==> src/rtl/module_ctrl_mult_if.sv <==
// Handshake bundle between module_ctrl_mult and the keypad / converter / multiplier / display blocks.
// master = surrounding datapath (drives the event pulses), slave = the sequencer.
interface module_ctrl_mult_if;
    logic       listo_1;
    logic       listo_2;
    logic       conv_done;
    logic       mult_done;
    logic       clr;
    logic       mult_valid;
    logic [1:0] sel_disp;
    logic       busy;
    logic       err;
    logic [2:0] state_o;

    modport master (
        output listo_1, listo_2, conv_done, mult_done, clr,
        input  mult_valid, sel_disp, busy, err, state_o
    );

    modport slave (
        input  listo_1, listo_2, conv_done, mult_done, clr,
        output mult_valid, sel_disp, busy, err, state_o
    );
endinterface

==> src/rtl/module_ctrl_mult.sv <==
// Sequencer for keypad -> BCD/bin -> Booth multiplier -> display; one start pulse per operand pair.
// Optional watchdog on the CONV+MUL wait, built in with macro WATCHDOG_EN.
module module_ctrl_mult #(
    parameter int unsigned HOLD_CYC    = 27_000_000,
    parameter int unsigned TIMEOUT_CYC = 64
) (
    input  logic               clk,
    input  logic               rst,
    module_ctrl_mult_if.slave  bus
);

    localparam int HOLD_W = $clog2(HOLD_CYC + 1);
    localparam logic [HOLD_W-1:0] HOLD_LAST = HOLD_W'(HOLD_CYC - 1);

    typedef enum logic [2:0] {
        ST_IDLE = 3'd0,
        ST_OP_A = 3'd1,
        ST_CONV = 3'd2,
        ST_MUL  = 3'd3,
        ST_SHOW = 3'd4,
        ST_ERR  = 3'd5
    } state_t;

    state_t            state_reg, state_next;
    logic [HOLD_W-1:0] hold_reg, hold_next;
    logic              mult_valid_reg, mult_valid_next;
    logic [1:0]        sel_disp_reg, sel_disp_next;
    logic              busy_reg, busy_next;

`ifdef WATCHDOG_EN
    localparam int WD_W = $clog2(TIMEOUT_CYC + 1);
    localparam logic [WD_W-1:0] WD_LAST = WD_W'(TIMEOUT_CYC - 1);
    localparam logic [WD_W-1:0] WD_MAX  = WD_W'(TIMEOUT_CYC);

    logic [WD_W-1:0] wd_reg, wd_next;
    logic            err_reg, err_next;
    logic            waiting;

    assign waiting = (state_reg == ST_CONV) || (state_reg == ST_MUL);
`endif

    always_comb begin
        state_next      = state_reg;
        hold_next       = hold_reg;
        mult_valid_next = 1'b0;
`ifdef WATCHDOG_EN
        wd_next  = wd_reg;
        err_next = err_reg;
        if (waiting && (wd_reg < WD_MAX))
            wd_next = wd_reg + WD_W'(1);
`endif
        if (bus.clr) begin
            state_next = ST_IDLE;
            hold_next  = '0;
`ifdef WATCHDOG_EN
            wd_next  = '0;
            err_next = 1'b0;
`endif
        end else
`ifdef WATCHDOG_EN
        // Timeout outranks any pulse arriving in the same cycle.
        if (waiting && (wd_reg >= WD_LAST)) begin
            state_next = ST_ERR;
            err_next   = 1'b1;
        end else
`endif
        begin
            case (state_reg)
                ST_IDLE: begin
                    if (bus.listo_1)
                        state_next = ST_OP_A;
                end
                ST_OP_A: begin
                    if (bus.listo_2) begin
                        state_next = ST_CONV;
`ifdef WATCHDOG_EN
                        wd_next = '0;
`endif
                    end
                end
                ST_CONV: begin
                    if (bus.conv_done) begin
                        state_next      = ST_MUL;
                        mult_valid_next = 1'b1;
                    end
                end
                ST_MUL: begin
                    if (bus.mult_done) begin
                        state_next = ST_SHOW;
                        hold_next  = '0;
                    end
                end
                ST_SHOW: begin
                    // A new operand A cuts the display hold short, even on the expiry cycle.
                    if (bus.listo_1) begin
                        state_next = ST_OP_A;
                        hold_next  = '0;
                    end else if (hold_reg >= HOLD_LAST) begin
                        state_next = ST_IDLE;
                        hold_next  = '0;
                    end else begin
                        hold_next = hold_reg + HOLD_W'(1);
                    end
                end
`ifdef WATCHDOG_EN
                ST_ERR: state_next = ST_ERR;
`endif
                default: state_next = ST_IDLE;
            endcase
        end

        // Display select and busy follow the state being entered so they stay aligned with state_o.
        case (state_next)
            ST_CONV, ST_MUL: sel_disp_next = 2'd1;
            ST_SHOW:         sel_disp_next = 2'd2;
            ST_ERR:          sel_disp_next = 2'd3;
            default:         sel_disp_next = 2'd0;
        endcase
        busy_next = (state_next == ST_CONV) || (state_next == ST_MUL);
    end

    always_ff @(posedge clk or posedge rst) begin
        if (rst) begin
            state_reg      <= ST_IDLE;
            hold_reg       <= '0;
            mult_valid_reg <= 1'b0;
            sel_disp_reg   <= 2'd0;
            busy_reg       <= 1'b0;
        end else begin
            state_reg      <= state_next;
            hold_reg       <= hold_next;
            mult_valid_reg <= mult_valid_next;
            sel_disp_reg   <= sel_disp_next;
            busy_reg       <= busy_next;
        end
    end

`ifdef WATCHDOG_EN
    always_ff @(posedge clk or posedge rst) begin
        if (rst) begin
            wd_reg  <= '0;
            err_reg <= 1'b0;
        end else begin
            wd_reg  <= wd_next;
            err_reg <= err_next;
        end
    end

    assign bus.err = err_reg;
`else
    // Without the watchdog the timeout length has no meaning.
    logic unused_timeout;
    assign unused_timeout = (TIMEOUT_CYC == 0);
    assign bus.err        = 1'b0;
`endif

    assign bus.mult_valid = mult_valid_reg;
    assign bus.sel_disp   = sel_disp_reg;
    assign bus.busy       = busy_reg;
    assign bus.state_o    = state_reg;

endmodule

==> src/flat_wrapper.sv <==
// flat-port wrapper written by rule: the top's interface ports become plain ports
module module_ctrl_mult_flat 
#(
    parameter int unsigned HOLD_CYC    = 27_000_000,
    parameter int unsigned TIMEOUT_CYC = 64
)
  (clk, rst, bus_listo_1, bus_listo_2, bus_conv_done, bus_mult_done, bus_clr, bus_mult_valid, bus_sel_disp, bus_busy, bus_err, bus_state_o);
  module_ctrl_mult_if bus_i ();
  input  logic clk;
  input  logic rst;
  input wire logic [$bits(bus_i.listo_1)-1:0] bus_listo_1;
  input wire logic [$bits(bus_i.listo_2)-1:0] bus_listo_2;
  input wire logic [$bits(bus_i.conv_done)-1:0] bus_conv_done;
  input wire logic [$bits(bus_i.mult_done)-1:0] bus_mult_done;
  input wire logic [$bits(bus_i.clr)-1:0] bus_clr;
  output wire logic [$bits(bus_i.mult_valid)-1:0] bus_mult_valid;
  output wire logic [$bits(bus_i.sel_disp)-1:0] bus_sel_disp;
  output wire logic [$bits(bus_i.busy)-1:0] bus_busy;
  output wire logic [$bits(bus_i.err)-1:0] bus_err;
  output wire logic [$bits(bus_i.state_o)-1:0] bus_state_o;
  assign bus_i.listo_1 = bus_listo_1;
  assign bus_i.listo_2 = bus_listo_2;
  assign bus_i.conv_done = bus_conv_done;
  assign bus_i.mult_done = bus_mult_done;
  assign bus_i.clr = bus_clr;
  assign bus_mult_valid = bus_i.mult_valid;
  assign bus_sel_disp = bus_i.sel_disp;
  assign bus_busy = bus_i.busy;
  assign bus_err = bus_i.err;
  assign bus_state_o = bus_i.state_o;
  module_ctrl_mult #(.HOLD_CYC(HOLD_CYC), .TIMEOUT_CYC(TIMEOUT_CYC)) u_core (.clk(clk), .rst(rst), .bus(bus_i));
endmodule
==> config.mk <==
export PLATFORM = sky130hd
export DESIGN_NAME = module_ctrl_mult_flat
export DESIGN_NICKNAME = d
export VERILOG_FILES = /design/src/rtl/module_ctrl_mult_if.sv /design/src/rtl/module_ctrl_mult.sv /design/src/flat_wrapper.sv
export SDC_FILE = /design/constraint.sdc
export NUM_CORES = 1
export LEC_CHECK = 0
export CORE_ASPECT_RATIO = 2
export CORE_MARGIN = 3
export CORE_UTILIZATION = 25
export DETAILED_ROUTE_END_ITERATION = 10
export PLACE_DENSITY = 0.41
export SYNTH_ARGS = -nofsm -noshare
export SYNTH_HDL_FRONTEND = slang
export SYNTH_SLANG_ARGS = --single-unit
export TNS_END_PERCENT = 30
==> constraint.sdc <==
create_clock -name clk -period 3.9 [get_ports clk]
set_input_delay 0.78 -clock clk [delete_from_list [all_inputs] [get_ports clk]]
set_output_delay 0.78 -clock clk [all_outputs]
set_load 0.05 [all_outputs]
Word level (Yosys, flattened, before mapping) --
Cells that the tools add are included. Widths: inputs -> output; s select.
Cells by class: eq/ne operators 9, multiplexer cells 17, reduce and logical (&&, ||, !) cells 5, $lt $le $gt $ge 1, $add $sub $neg 1
Operators with widths (number):
- $mux 25 | 4
- $pmux 25 s2 | 1
- $add 25x1->25 const B | 1
- $ge 25x25->1 const B | 1
- $mux 3 | 7
- $pmux 3 s5 | 1
- $eq 3x2->1 const B | 4
- $eq 3x3->1 const B | 3
- $pmux 2 s3 | 1
- $eq 3x1->1 const B | 1
- $logic_not 3->1 | 1
- $mux 1 | 3
- $ne 3x3->1 const B | 1
- $reduce_bool 3->1 | 1
- $reduce_and 2->1 | 1
- $reduce_or 2->1 | 1
- $logic_or 1x1->1 | 1
Word-level totals: input bits 7, word-level logic and storage cells 38, output and inout port bits 8, flip-flop bits (word level) 32

Logic depth before layout (Yosys ltp) --
Gate-level depths: netlist of run 1.
depth after elaboration 8, mapped depth 7, mapped depth without buffers 6

Least setup slack after synthesis of run 1 --
No wires, ideal clock.
path kind input port to flip-flop, start in bus_clr, end reg u_core.hold_reg[20], stages on the path 6, required time 3805 ps, setup time 95 ps, data arrival time 1886 ps, path slack 1919 ps, path buffers 3, cell sequence clkbuf_1 nor3_1 clkbuf_1 clkbuf_1 a22oi_1 o31ai_1
On the way: cells in the longest elaborated chain, start to end 2
Ends and longest elaborated chain:
- start, declared | line flat_wrapper.sv:15 | input wire logic [$bits(bus_i.clr)-1:0] bus_clr;
- $ne 3x3->1 (no source line) or $reduce_bool 3->1 (tied branches)
- $reduce_and 2->1 (no source line)
- end signal, assigned | line module_ctrl_mult.sv:131 | hold_reg <= hold_next;
- end, declared | line module_ctrl_mult.sv:25 | logic [HOLD_W-1:0] hold_reg, hold_next;
Several ways; a longest one is shown, not always the timed one. A chain may end at the register's enable or synchronous reset.

Worst setup path after layout of run 1 --
start in bus_clr, end reg u_core.hold_reg[23]
The elaborated chain is that of the path after synthesis.

==> impl_summary.md, run 1 <==
Power and ir drop
Net switching is 23.8% of the power. In this run the static leakage power is 0.819 nW. The net load switching power is 0.182 mW. The proportion of power drawn by the clock network is 48.6%. The portion of total power attributed to sequential cells is 44.3%. Combinational logic is responsible for 7.1% of the overall power.

The internal power of the cells totals 0.585 mW. The total power divided by cell area is 346 nW/um^2. The worst IR drop on VDD is 0.125 mV.

Clocking
The CTS tree is yes. Counting the buffers created by CTS gives 5. The maximum number of buffers from clock root to sink is 2. Clock-pin slew was measured on the worst setup and hold paths at 0.05 ns. Gates resized during post-CTS repair numbered 0. CTS built an H-tree with a depth of 2.

The later-pin clock latency in the skew report is 0.28 ns. In this run, post-CTS hold repair placed 0 buffers. CTS placed an instance of sky130_fd_sc_hd__clkbuf_16 at the clock tree root. In this run the post-CTS setup repair buffer count came out at 0. The clock sink count is 32.

Worst setup path
The signal on the critical path passes through clkdlybuf4s50_1 > nor2_1 > buf_4 > nand2_1 > o41ai_2. Together, buffers and inverters on the worst path number 2. Counting cells, the worst reg-to-reg path comes to 6. The worst register-to-register path begins at u_core.bus.state_o[2]$_DFF_PP0_. In this design, the largest share of critical-path delay is due to buffers and inverters. Setup slack on the worst reg-to-reg path comes out at 1.23 ns. The data required time at the worst endpoint is 4.07 ns. The critical path's slowest cell is sky130_fd_sc_hd__clkdlybuf4s50_1. The type of the worst setup path is primary input to flop. The largest fanout of any net on the critical path is 21. In this design, the stage delay of the slowest critical-path cell is 0.58 ns. The arrival time of data at the critical path endpoint is 2.84 ns. The worst register-to-register path ends at u_core.hold_reg[23]$_DFFE_PP0P_. The worst setup path is launched from a primary input.

The worst setup path is captured at a flop.

Floorplan
The die covers 8560 sq um. Once the floorplan was initialized, standard cells occupied 26.1% of the core. The core outline area is 7100 sq um.

During I/O placement, the number of pins put on the boundary was 15. The die width is 66.9 um. The initialized floorplan defines 43 standard-cell rows. The die span in y is 128 um.

Cells and area
The fraction of final layout cells with drive strength greater than 1 is 8.37%. The number of antenna diodes in the final layout is 0. The synthesis-to-finish area growth is 19.4%. The post-route non-filler standard cell count is 305. For this run, the post-layout net count is 223. The final core area utilization is 31.2%.

After filler insertion, the fill cell instance count of the layout stands at 775. The flip-flop count of the largest register after layout is 25.

GRT
The sum of overflow across all layers after global routing is 0. The initial antenna violation count was 0. Entering global routing, the biggest net connects 23 pins. The first-pass GRT wire length is 8940 um. Global routing used 14.2% of the available tracks across all layers. The via count of the first global-routing pass is 1666.

Synth
A synthesized cell averages 9.19 sq um. The Yosys warning count is 0. The post-synthesis cell type count is 46. The fraction of synthesized cell area taken by the top area cell type is 43.1%. The total nets after synthesis is 210. The share of async-settable or async-resettable flops after synthesis is 100%. The number of flip-flops and latches in the synthesized netlist is 32. After synthesis, the cell types taking the most area are sky130_fd_sc_hd__dfrtp_1 43%, sky130_fd_sc_hd__nand2_1 4.6%, sky130_fd_sc_hd__nand4_1 4.4%, sky130_fd_sc_hd__a41oi_1 3.8%, sky130_fd_sc_hd__and2_1 3.7%.

Sequential elements use 43.1% of the synthesized area. In the synthesized netlist, the number of instances is 202. The post-synthesis instance area is 1860 sq um. Of all cell types, the one taking the most synthesized area is sky130_fd_sc_hd__dfrtp_1. The leading register cell type out of synthesis is sky130_fd_sc_hd__dfrtp_1. The synthesized design contains 0 enable-type register cells.

Placement
At the end of routability-driven placement, the weighted congestion stood at 0.742. The count of input and output buffers is 13. The post-DP HPWL is 4070 um. Including well taps, the total number of placed cells is 298.

Min path
The path class of the tightest hold or removal check is flop to flop. Counting instances, the worst hold path has a depth of 1. The source of the worst hold timing path is u_core.hold_reg[13]$_DFFE_PP0P_. The capture endpoint of the worst hold path is u_core.hold_reg[13]$_DFFE_PP0P_.

STA
In the final timing run, aggregate negative setup slack is 0 ns. The slew at the pin with the worst max-slew slack is 0.839 ns. The total setup violations reported at the end of the flow is 0. The maximum achievable frequency is 375 MHz.

The max-slew violation count was 0. The worst path needs 2.67 ns of the cycle, external delays included. The number of hold-slack violations in the final timing report came to 0.

Setup repair after global routing left no endpoint under its margin. The relative slew slack is 43.9%. The portion of the clock cycle consumed by the worst path in the final layout is 68.4%. The clock arrives with 0.00460 ns of skew.

Detailed routing
The count of antenna-violating nets left after detailed routing is 0. After detailed routing, the average wire length per cell comes to 18.0 um. The via count is 1615. The violation count after the first detailed-routing iteration is 69.

For this run, design rule violations remaining after detail routing come to 0. The routed design has 5490 um of wire. The first detailed-routing pass ran for 4 iterations. Dividing the detail-routed via count by the number of cells gives 5.30.

Run status
The run finished with clean final reports.

Job
Max-cap violations in this run came to 0.
==> cells in the final DEF, fill, tap and decap left out, drive strengths merged, types with 3 or more instances in the layout <==
cell,Yosys,layout
a31oi,5,5
clkdlybuf4s50,0,13
a22oi,3,3
o21ai,5,5
nor3,7,7
buf,6,4
clkbuf,5,6
a21oi,6,6
xor2,4,4
nand4,13,13
inv,8,8
nor2,11,11
dfrtp,32,32
nand2,23,23
and3,5,5
nand3,9,9
and2,11,11
o31ai,8,8
nor4,4,4
a41oi,9,9
==> metal layers <==
metal  vias to the layer above  part of all wire, %  wire [um]  track usage, %
met5                         -                    0          0               0
met4                         0                  1.9        104            5.38
met1                       798                   35       1930            13.3
met3                         7                  2.3        125            2.37
met2                        22                   61       3330            28.6
li1                        788                    -          -               -
==> logic make-up after synthesis <==
group / share of synthesized area (%)
DFF: 43.1
muxes: 1.08
adders and majority gates: 0.674
AOI/OAI and AO/OA: 19.6
and+or+nand+nor: 28.1
xor gates and xnor gates: 2.83
buffers and inverters: 4.38
other: 0.202
==> power groups by stage <==
stage	Combinational (mW)	Clock (mW)	Sequential, mW
floorplan	0.0216	0	0.357
global placement	0.0565	0	0.346
detailed placement	0.0561	0	0.346
CTS	0.0563	0.389	0.340
global route	0.0600	0.396	0.340
finish	0.0548	0.373	0.340
==> cell usage after synthesis, types with 2 or more instances <==
cell type                   instances
sky130_fd_sc_hd__nor2_1            11
sky130_fd_sc_hd__clkbuf_1           5
sky130_fd_sc_hd__a2111oi_0          2
sky130_fd_sc_hd__nand3_1            9
sky130_fd_sc_hd__a21oi_1            6
sky130_fd_sc_hd__xnor2_1            2
sky130_fd_sc_hd__nand3b_1           2
sky130_fd_sc_hd__mux2i_1            2
sky130_fd_sc_hd__a41oi_1            8
sky130_fd_sc_hd__a22oi_1            3
sky130_fd_sc_hd__dfrtp_1           32
sky130_fd_sc_hd__nor3_1             7
sky130_fd_sc_hd__a31oi_1            5
sky130_fd_sc_hd__o211ai_1           2
sky130_fd_sc_hd__and3_1             5
sky130_fd_sc_hd__inv_1              8
sky130_fd_sc_hd__nand2_1           23
sky130_fd_sc_hd__o21ai_1            4
sky130_fd_sc_hd__nand4_1           13
sky130_fd_sc_hd__o31ai_1            8
sky130_fd_sc_hd__and2_1            11
sky130_fd_sc_hd__buf_2              5
sky130_fd_sc_hd__xor2_1             4
sky130_fd_sc_hd__nor4_1             2
sky130_fd_sc_hd__nor4_2             2
==> through the flow <==
step           power [mW]  hold slack [ns]  instance area, sq um  worst slack [ns]
6_report            0.767            0.526                  2220              1.23
5_1_grt             0.797            0.542                  2220             0.979
4_1_cts             0.785            0.529                  2220              1.23
3_5_place_dp        0.402            0.521                  2080             0.943
3_3_place_gp        0.402            0.526                  2080             0.968
2_1_floorplan       0.379            0.466                  1860              1.92
==> area by class of cell <==
type / count / area, sq um / area share (%)
inverter: 8 / 30.0 / 1.35
timing repair buffer: 17 / 160 / 7.22
multi-input combinational: 151 / 980 / 44.2
clock inverter: 1 / 5.00 / 0.226
tap: 90 / 113 / 5.08
sequential: 32 / 801 / 36.1
clock buffer: 6 / 129 / 5.81
==> how the worst max path moves through the flow <==
stage	start	endpoint	slack (ns)	cells after the start
2_1_floorplan	bus_clr	u_core.hold_reg[20]$_DFFE_PP0P_	1.92	6
3_3_place_gp	bus_clr	u_core.hold_reg[23]$_DFFE_PP0P_	0.97	5
3_5_place_dp	bus_clr	u_core.hold_reg[23]$_DFFE_PP0P_	0.94	5
4_1_cts	u_core.bus.state_o[2]$_DFF_PP0_	u_core.hold_reg[23]$_DFFE_PP0P_	1.23	6
5_1_grt	u_core.bus.state_o[2]$_DFF_PP0_	u_core.hold_reg[23]$_DFFE_PP0P_	0.98	6
6_report	bus_clr	u_core.hold_reg[23]$_DFFE_PP0P_	1.23	5
No activity file was read; power rests on OpenSTA's default activity.
==> run 2: changes to the inputs <==
--- a/config.mk
+++ b/config.mk
@@ -9,7 +9,7 @@
 export CORE_MARGIN = 3
 export CORE_UTILIZATION = 25
 export DETAILED_ROUTE_END_ITERATION = 10
-export PLACE_DENSITY = 0.41
+export PLACE_DENSITY = 0.42
 export SYNTH_ARGS = -nofsm -noshare
 export SYNTH_HDL_FRONTEND = slang
 export SYNTH_SLANG_ARGS = --single-unit
==> constraint.sdc (replaced) <==
create_clock -name clk -period 2.35 [get_ports clk]
set_input_delay 0.47 -clock clk [delete_from_list [all_inputs] [get_ports clk]]
set_output_delay 0.47 -clock clk [all_outputs]
set_load 0.05 [all_outputs]
==> run 2 against run 1 <==
Sequential power increased by 65%. Register-to-register slack got worse by 0.96 ns. Cell count increased by 4.6%. Count of clock-buffer cells in the layout unchanged. Critical endpoint is now u_core.hold_reg[15]$_DFFE_PP0P_.
==> impl_summary.md, run 2 (synthesis gave the netlist of run 1 again) <==
Floorplan
In this run the horizontal extent of the chip is 66.9 um. The die span in y is 128 um. During I/O placement, the number of pins put on the boundary was 15. The die covers 8560 sq um. The total area inside the core boundary comes to 7100 sq um. In this run the core area contains 43 standard-cell rows. For this configuration, the core starts out at a cell density of 26.1%.

Clocking
At the later pin of the worst-skew pair, clock insertion delay measures 0.28 ns. The cts-stage hold buffer count is 0. In this run the clock root is driven by a sky130_fd_sc_hd__clkbuf_16.

Buffers added to address setup during post-CTS repair amount to 0. Buffers inserted during clock tree synthesis total 5. The CTS tree is yes. The maximum number of buffers from clock root to sink is 2.

The clock input transition at the sequential cells of the worst setup and hold paths is 0.05 ns. The post-cts repair resize count is 0. For this design, the sink count on the clock tree is 32. The total number of H-tree levels is 2.

Cells and area
The final core area utilization is 32.9%. Leaving out fill and tap cells, the most frequent cells in the layout are 32 x sky130_fd_sc_hd__dfrtp_1, 23 x sky130_fd_sc_hd__nand2_1, 17 x sky130_fd_sc_hd__buf_4, 13 x sky130_fd_sc_hd__nand4_1, 13 x sky130_fd_sc_hd__clkdlybuf4s50_1. The count of antenna diodes in the layout is 0. The number of nets at the end of the flow is 237. The filler cell count in the final layout is 757. From synthesis to final layout, the design area changed by 25.7%.

Cells with a size suffix above 1 make up 14.0% of the layout. The flip-flop count of the largest register after layout is 25. The most common library cell in the layout ignoring fill and taps is sky130_fd_sc_hd__dfrtp_1.

STA
The slew at the pin with the worst max-slew slack is 0.578 ns. The worst clock skew is 0.00667 ns. Setup violations remaining at the end of the flow were counted as 0.

The number of hold-slack violations in the final timing report came to 0. Derived from the worst setup path, the maximum achievable clock frequency is 481 MHz. The worst setup slack after layout is 0.271 ns. Headroom to the max-slew limit came out at 61.3%. Setup repair after global routing left no endpoint under its margin. The setup TNS is 0 ns. The portion of the clock cycle consumed by the worst path in the final layout is 88.4%.

The shortest period the worst path allows is 2.08 ns. The max-slew violation count is 0.

Worst setup path
The largest fanout of any net on the critical path is 12. Data on the critical path arrives at its endpoint at 2.26 ns. The type of the worst setup path is flop to flop. The endpoint type of the worst setup path is a flop. The nature of the critical path startpoint is a flop. Data on the critical path is required at its endpoint by 2.53 ns.

GRT
The first global-routing pass estimated 8540 um of wire. The via count of the first global-routing pass came to 1654. Across every metal layer, demand over resource in global routing totals 13.5%.

Global routing finished with a remaining overflow of 0. The initial antenna violation count is 0. The maximum number of pins on one net before global-route repair is 33.

Power and ir drop
Of the total power, the clock network draws 48.3%. The internal power summed over all cells is 0.976 mW. IR analysis of the VDD net gives a maximum drop of 0.269 mV. Sequential cells account for 44.1% of the total power. The fraction of power spent switching nets is 23.5%. The combinational share of power is 7.7%. The net load switching power is 0.300 mW. In this run the static leakage power is 0.893 nW. In this run the power density over the cells is 547 nW/um^2.

Detailed routing
The first TritonRoute pass finished after 4 iterations. The number of DRC violations after detailed routing is 0. The final wirelength is 5130 um. In the routed layout, each cell is associated on average with a via count of 5.20.

Across all layers, the routed design uses 1660 vias. The count of antenna-violating nets left after detailed routing is 0. The violation count after the first detailed-routing iteration is 36. In the final routed layout, each cell accounts on average for 16.1 um.

Placement
The weighted congestion reported at the end of routability-driven placement is 0.735. The HPWL after detailed placement is 3880 um. Timing analysis after detailed placement gives a worst setup slack of 0.197 ns.

In this run the tool buffered the top-level ports with 13 buffer cells.

Run status
The run finished with clean final reports.

Min path
The class of the most critical hold timing path is flop to flop.

Job
Across the run, the number of max-cap violations was 0.
-- run 2: changes by cell type in the layout (fill, tap and decap cells not counted), sizes merged --
cell,previous run,this run
buf,4,18
-- run 2: cell type report --
type,instances,area (sq um),area share (%)
sequential,32,801,34.3
tap,90,113,4.82
clock inverter,1,5.00,0.214
clock buffer,6,129,5.52
multi-input combinational,151,980,42.0
timing repair buffer,31,278,11.9
inverter,8,30.0,1.29
-- run 2: per-stage QoR --
stage	hold WS [ns]	cells	power, mW	instance area (sq um)
finish	0.524	319	1.28	2330
CTS	0.529	319	1.30	2330
detailed placement	0.516	312	0.672	2200
floorplan	0.466	202	0.629	1860
global route	0.557	319	1.32	2330
global placement	0.519	312	0.672	2200
-- run 2: worst paths after layout --
path,start,endpoint,slack (ns),cells past startpoint
max,u_core.hold_reg[0]$_DFFE_PP0P_,u_core.hold_reg[15]$_DFFE_PP0P_,0.27,7
min,u_core.hold_reg[13]$_DFFE_PP0P_,u_core.hold_reg[13]$_DFFE_PP0P_,0.52,1
max reg2reg,u_core.hold_reg[0]$_DFFE_PP0P_,u_core.hold_reg[15]$_DFFE_PP0P_,0.27,7
min reg2reg,u_core.hold_reg[13]$_DFFE_PP0P_,u_core.hold_reg[13]$_DFFE_PP0P_,0.52,1
max in group asynchronous,rst,u_core.hold_reg[8]$_DFFE_PP0P_,1.44,3
min in group asynchronous,rst,u_core.hold_reg[11]$_DFFE_PP0P_,0.58,3
-- run 2: routing by layer --
layer  part of all wire, %  vias to the layer above  track usage, %  routed length, um
met1                    37                      823            13.5               1890
li1                      -                      809               -                  -
met4                   2.0                        0            5.74                104
met3                   2.6                        6            2.46                132
met2                    58                       22            25.8               3000
met5                     0                        -               0                  0
-- run 2: power groups by stage --
stage                     sequential [mW]  clock [mW]  combinational (mW)
after floorplan                     0.593           0              0.0359
after global placement              0.572           0              0.0999
after detailed placement            0.572           0               0.100
after CTS                           0.562       0.641               0.100
after global routing                0.563       0.654               0.107
final                               0.562       0.616              0.0980
-- run 2: critical path, stage by stage, from the launching register on --
cell                       delay [ns]
sky130_fd_sc_hd__dfrtp_1         0.42
sky130_fd_sc_hd__ha_1            0.24
sky130_fd_sc_hd__nand3_1         0.15
sky130_fd_sc_hd__nor2_1          0.16
sky130_fd_sc_hd__o311ai_4        0.33
sky130_fd_sc_hd__nand2_1         0.20
sky130_fd_sc_hd__buf_4           0.23
sky130_fd_sc_hd__o311ai_1        0.26
==> run 3: changes to the inputs <==
--- a/config.mk
+++ b/config.mk
@@ -5,11 +5,13 @@
 export SDC_FILE = /design/constraint.sdc
 export NUM_CORES = 1
 export LEC_CHECK = 0
+export CAP_MARGIN = 30
 export CORE_ASPECT_RATIO = 2
 export CORE_MARGIN = 3
 export CORE_UTILIZATION = 25
 export DETAILED_ROUTE_END_ITERATION = 10
 export PLACE_DENSITY = 0.42
+export REMOVE_ABC_BUFFERS = 1
 export SYNTH_ARGS = -nofsm -noshare
 export SYNTH_HDL_FRONTEND = slang
 export SYNTH_SLANG_ARGS = --single-unit
==> constraint.sdc (replaced) <==
create_clock -name clk -period 1.87 [get_ports clk]
set_input_delay 0.374 -clock clk [delete_from_list [all_inputs] [get_ports clk]]
set_output_delay 0.374 -clock clk [all_outputs]
set_load 0.05 [all_outputs]
==> run 3 against run 2 <==
The run now ends with negative setup slack left. Sequential power grew 25%. First-iteration DRC count grew to 2.6 times the previous value. Clock skew shrank 0.0030 ns. Sequential share of layout area shrank 4.8 points. Wire length grew 14%. Critical endpoint unchanged. Largest power group unchanged.
==> impl_summary.md, run 3 (synthesis gave the netlist of run 1 again) <==
Run status
The flow ran to the end, but the final reports show violations. The final reports fail on negative setup slack.

STA
The total setup violations reported at the end of the flow is 1. The worst setup slack after layout is -0.00428 ns. The slew at the pin with the worst max-slew slack is 0.511 ns. The number of hold-slack violations in the final timing report is 0. The final critical path takes up 100% of the cycle. The worst clock skew is 0.00362 ns. Summed over all failing endpoints, the final setup total negative slack is -0.00428 ns. Setup repair after global routing could not meet its margin everywhere. The smallest clock period supported by the final layout is computed as 1.87 ns.

The worst hold slack after final layout is 0.505 ns. For this run, the top clock speed supported by timing is 534 MHz. The max-slew violation count is 0. The relative slew slack is 65.8%.

Worst setup path
Along the worst path, the maximum fanout reaches 17. The number of buffers and inverters on the critical path is 1. The start of the worst register-to-register path is u_core.hold_reg[9]$_DFFE_PP0P_. The endpoint of the worst setup timing path is u_core.hold_reg[15]$_DFFE_PP0P_. The signal on the critical path passes through or3_4 > o311ai_4 > nand2_2 > buf_12 > o311ai_1.

At the worst endpoint, the required time is 2.05 ns. Counting cells, the worst reg-to-reg path comes to 5. The largest stage delay on the critical path is 0.41 ns.

The nature of the critical path startpoint is a flop. The worst setup path startpoint is u_core.hold_reg[9]$_DFFE_PP0P_. By startpoint and endpoint, the worst setup path is classified as flop to flop.

The critical path crosses 5 cells after its start point. The arrival time of data at the critical path endpoint is 2.05 ns. The critical path's slowest cell is sky130_fd_sc_hd__o311ai_4. The endpoint type of the worst setup path is a flop. The slack of the worst reg-to-reg path is -0.004 ns. The kind of cell adding the most delay to the critical path is compound AO/OA/AOI/OAI gates. The worst reg2reg path endpoint is u_core.hold_reg[15]$_DFFE_PP0P_.

Power and ir drop
In this run the power spent charging and discharging nets is 0.387 mW. The portion of total power attributed to sequential cells is 43.3%. After layout, the design draws a total of 1.63 mW. The leakage dissipation is 1.11 nW. The internal power summed over all cells is 1.24 mW. Dividing total power by cell area gives a power density of 598 nW/um^2. The proportion of power drawn by the clock network is 47.8%. Across the VDD grid, the largest voltage drop is 0.256 mV. Per report_power, the combinational group accounts for 8.9% of the total. The fraction of power spent switching nets is 23.8%.

Placement
The count of input and output buffers is 13. The wire-length estimate of the detail-placed layout is 4350 um. The weighted congestion reported at the end of routability-driven placement is 0.741.

Detailed routing
After detailed routing, the number of vias per cell comes to 5.15. For this run, the detailed router's first-pass iteration total came to 4. The wire length per cell is 16.6 um. In the routed design, unresolved DRC markers number 0.

The detailed router finished its first iteration with 95 violations. The via count is 1817. The detail route stage leaves a number of antenna-violating nets equal to 0. Summed over all layers, the routed wires come to 5870 um.

Floorplan
The initial utilization of the core area, before any placement, comes to 26.1%. 15 I/O pins were placed. In this run the core area contains 43 standard-cell rows. The area of the die is 8560 sq um. The core region is 7100 sq um. The die width is 66.9 um. In this run the vertical extent of the chip is 128 um.

Cells and area
The layout has 730 filler cells. Once layout is complete, the utilization of the core stands at 38.3%. The repair_antennas step left the layout with diodes totalling 0. The most common library cell in the layout ignoring fill and taps is sky130_fd_sc_hd__buf_4. The sequential cell area is 801 sq um.

From synthesis to final layout, the design area changed by 46.4%. In the final design database the tool counted 271 nets. The register with the most flip-flops in the layout has 25 of them. Cells with a size suffix above 1 make up 32.7% of the layout. In the layout the commonest cells are 52 x sky130_fd_sc_hd__buf_4, 32 x sky130_fd_sc_hd__dfrtp_1, 22 x sky130_fd_sc_hd__nand2_1, 13 x sky130_fd_sc_hd__nand4_1, 11 x sky130_fd_sc_hd__and2_1. Summing all multi-input logic gate instances after layout gives 1110 sq um.

GRT
The maximum number of pins on one net before global-route repair is 33. The total routing usage reported by global routing is 14.8%. For this run the aggregate overflow at the end of global routing stands at 0. The via count of the first global-routing pass is 1900. The first-pass GRT wire length is 9270 um. The initial antenna violation count is 0.

Clocking
TritonCTS built the clock tree. In this run the clock root is driven by a sky130_fd_sc_hd__clkbuf_16. The number of clock buffers added by TritonCTS is 5. Buffers inserted to repair hold after CTS numbered 0. The clock sink count is 32.

The total number of H-tree levels is 2. The maximum number of buffers from clock root to sink is 2. The clock reaches the later pin of the worst-skew pair after 0.28 ns. The clock input transition at the sequential cells of the worst setup and hold paths is 0.05 ns.

Min path
The path class of the tightest hold or removal check is primary input to asynchronous set/reset pin.

Job
The count of maximum capacitance violations is 0.
run 3: changes by cell type in the layout (fill, tap and decap cells not counted), sizes merged:
cell / previous run / this run
buf: 18 / 56
clkdlybuf4s50: 13 / 9
run 3: how the worst min path moves through the flow:
stage,end,slack [ns],depth (start not counted)
after global placement,u_core.hold_reg[24]$_DFFE_PP0P_,0.52,2
final,u_core.hold_reg[11]$_DFFE_PP0P_,0.51,3
after CTS,u_core.hold_reg[11]$_DFFE_PP0P_,0.52,3
after floorplan,u_core.bus.sel_disp[1]$_DFF_PP0_,0.44,1
after global routing,u_core.hold_reg[11]$_DFFE_PP0P_,0.56,3
after detailed placement,u_core.hold_reg[24]$_DFFE_PP0P_,0.52,2
run 3: power by group through the flow:
stage	Clock (mW)	Sequential [mW]	Combinational (mW)
3_3_place_gp	0	0.716	0.145
2_1_floorplan	0	0.745	0.0390
4_1_cts	0.813	0.704	0.147
5_1_grt	0.834	0.704	0.157
6_report	0.776	0.704	0.145
3_5_place_dp	0	0.716	0.145
run 3: what timing repair did:
action | 4_1_cts | 5_1_grt
gates resized for setup | 12 | 12
endpoints found under the setup margin | 6 | 18
hold endpoints to repair | 0 | 0
buffers inserted | 2 | 1
pin swaps | 5 | 7
run 3: tightest hold or removal path, stage by stage:
cell,delay (ns)
sky130_fd_sc_hd__clkdlybuf4s50_1,0.40
sky130_fd_sc_hd__inv_1,0.05
sky130_fd_sc_hd__buf_4,0.39
run 3: metal layers:
layer	global-route usage, %	vias up	share of wire, %
li1	-	877	-
met3	2.46	8	2.8
met1	13.0	902	35
met5	0	-	0
met2	30.4	30	60
met4	6.22	0	1.9
run 3: area by class of cell:
type	count	area share, %
Multi-Input combinational cell	151	40.7
Tap cell	90	4.14
Clock inverter	1	0.184
Inverter	8	1.10
Timing Repair Buffer	65	19.7
Sequential cell	32	29.5
Clock buffer	6	4.74
run 3: stage by stage:
| stage | setup slack, ns | instances | instance area (sq um) |
|---|---|---|---|
| final | -0.00428 | 353 | 2720 |
| after global routing | -0.0347 | 353 | 2720 |
| after CTS | -0.0103 | 352 | 2640 |
| after detailed placement | -0.111 | 343 | 2420 |
| after global placement | -0.127 | 343 | 2420 |
| after floorplan | -1.07 | 191 | 1810 |
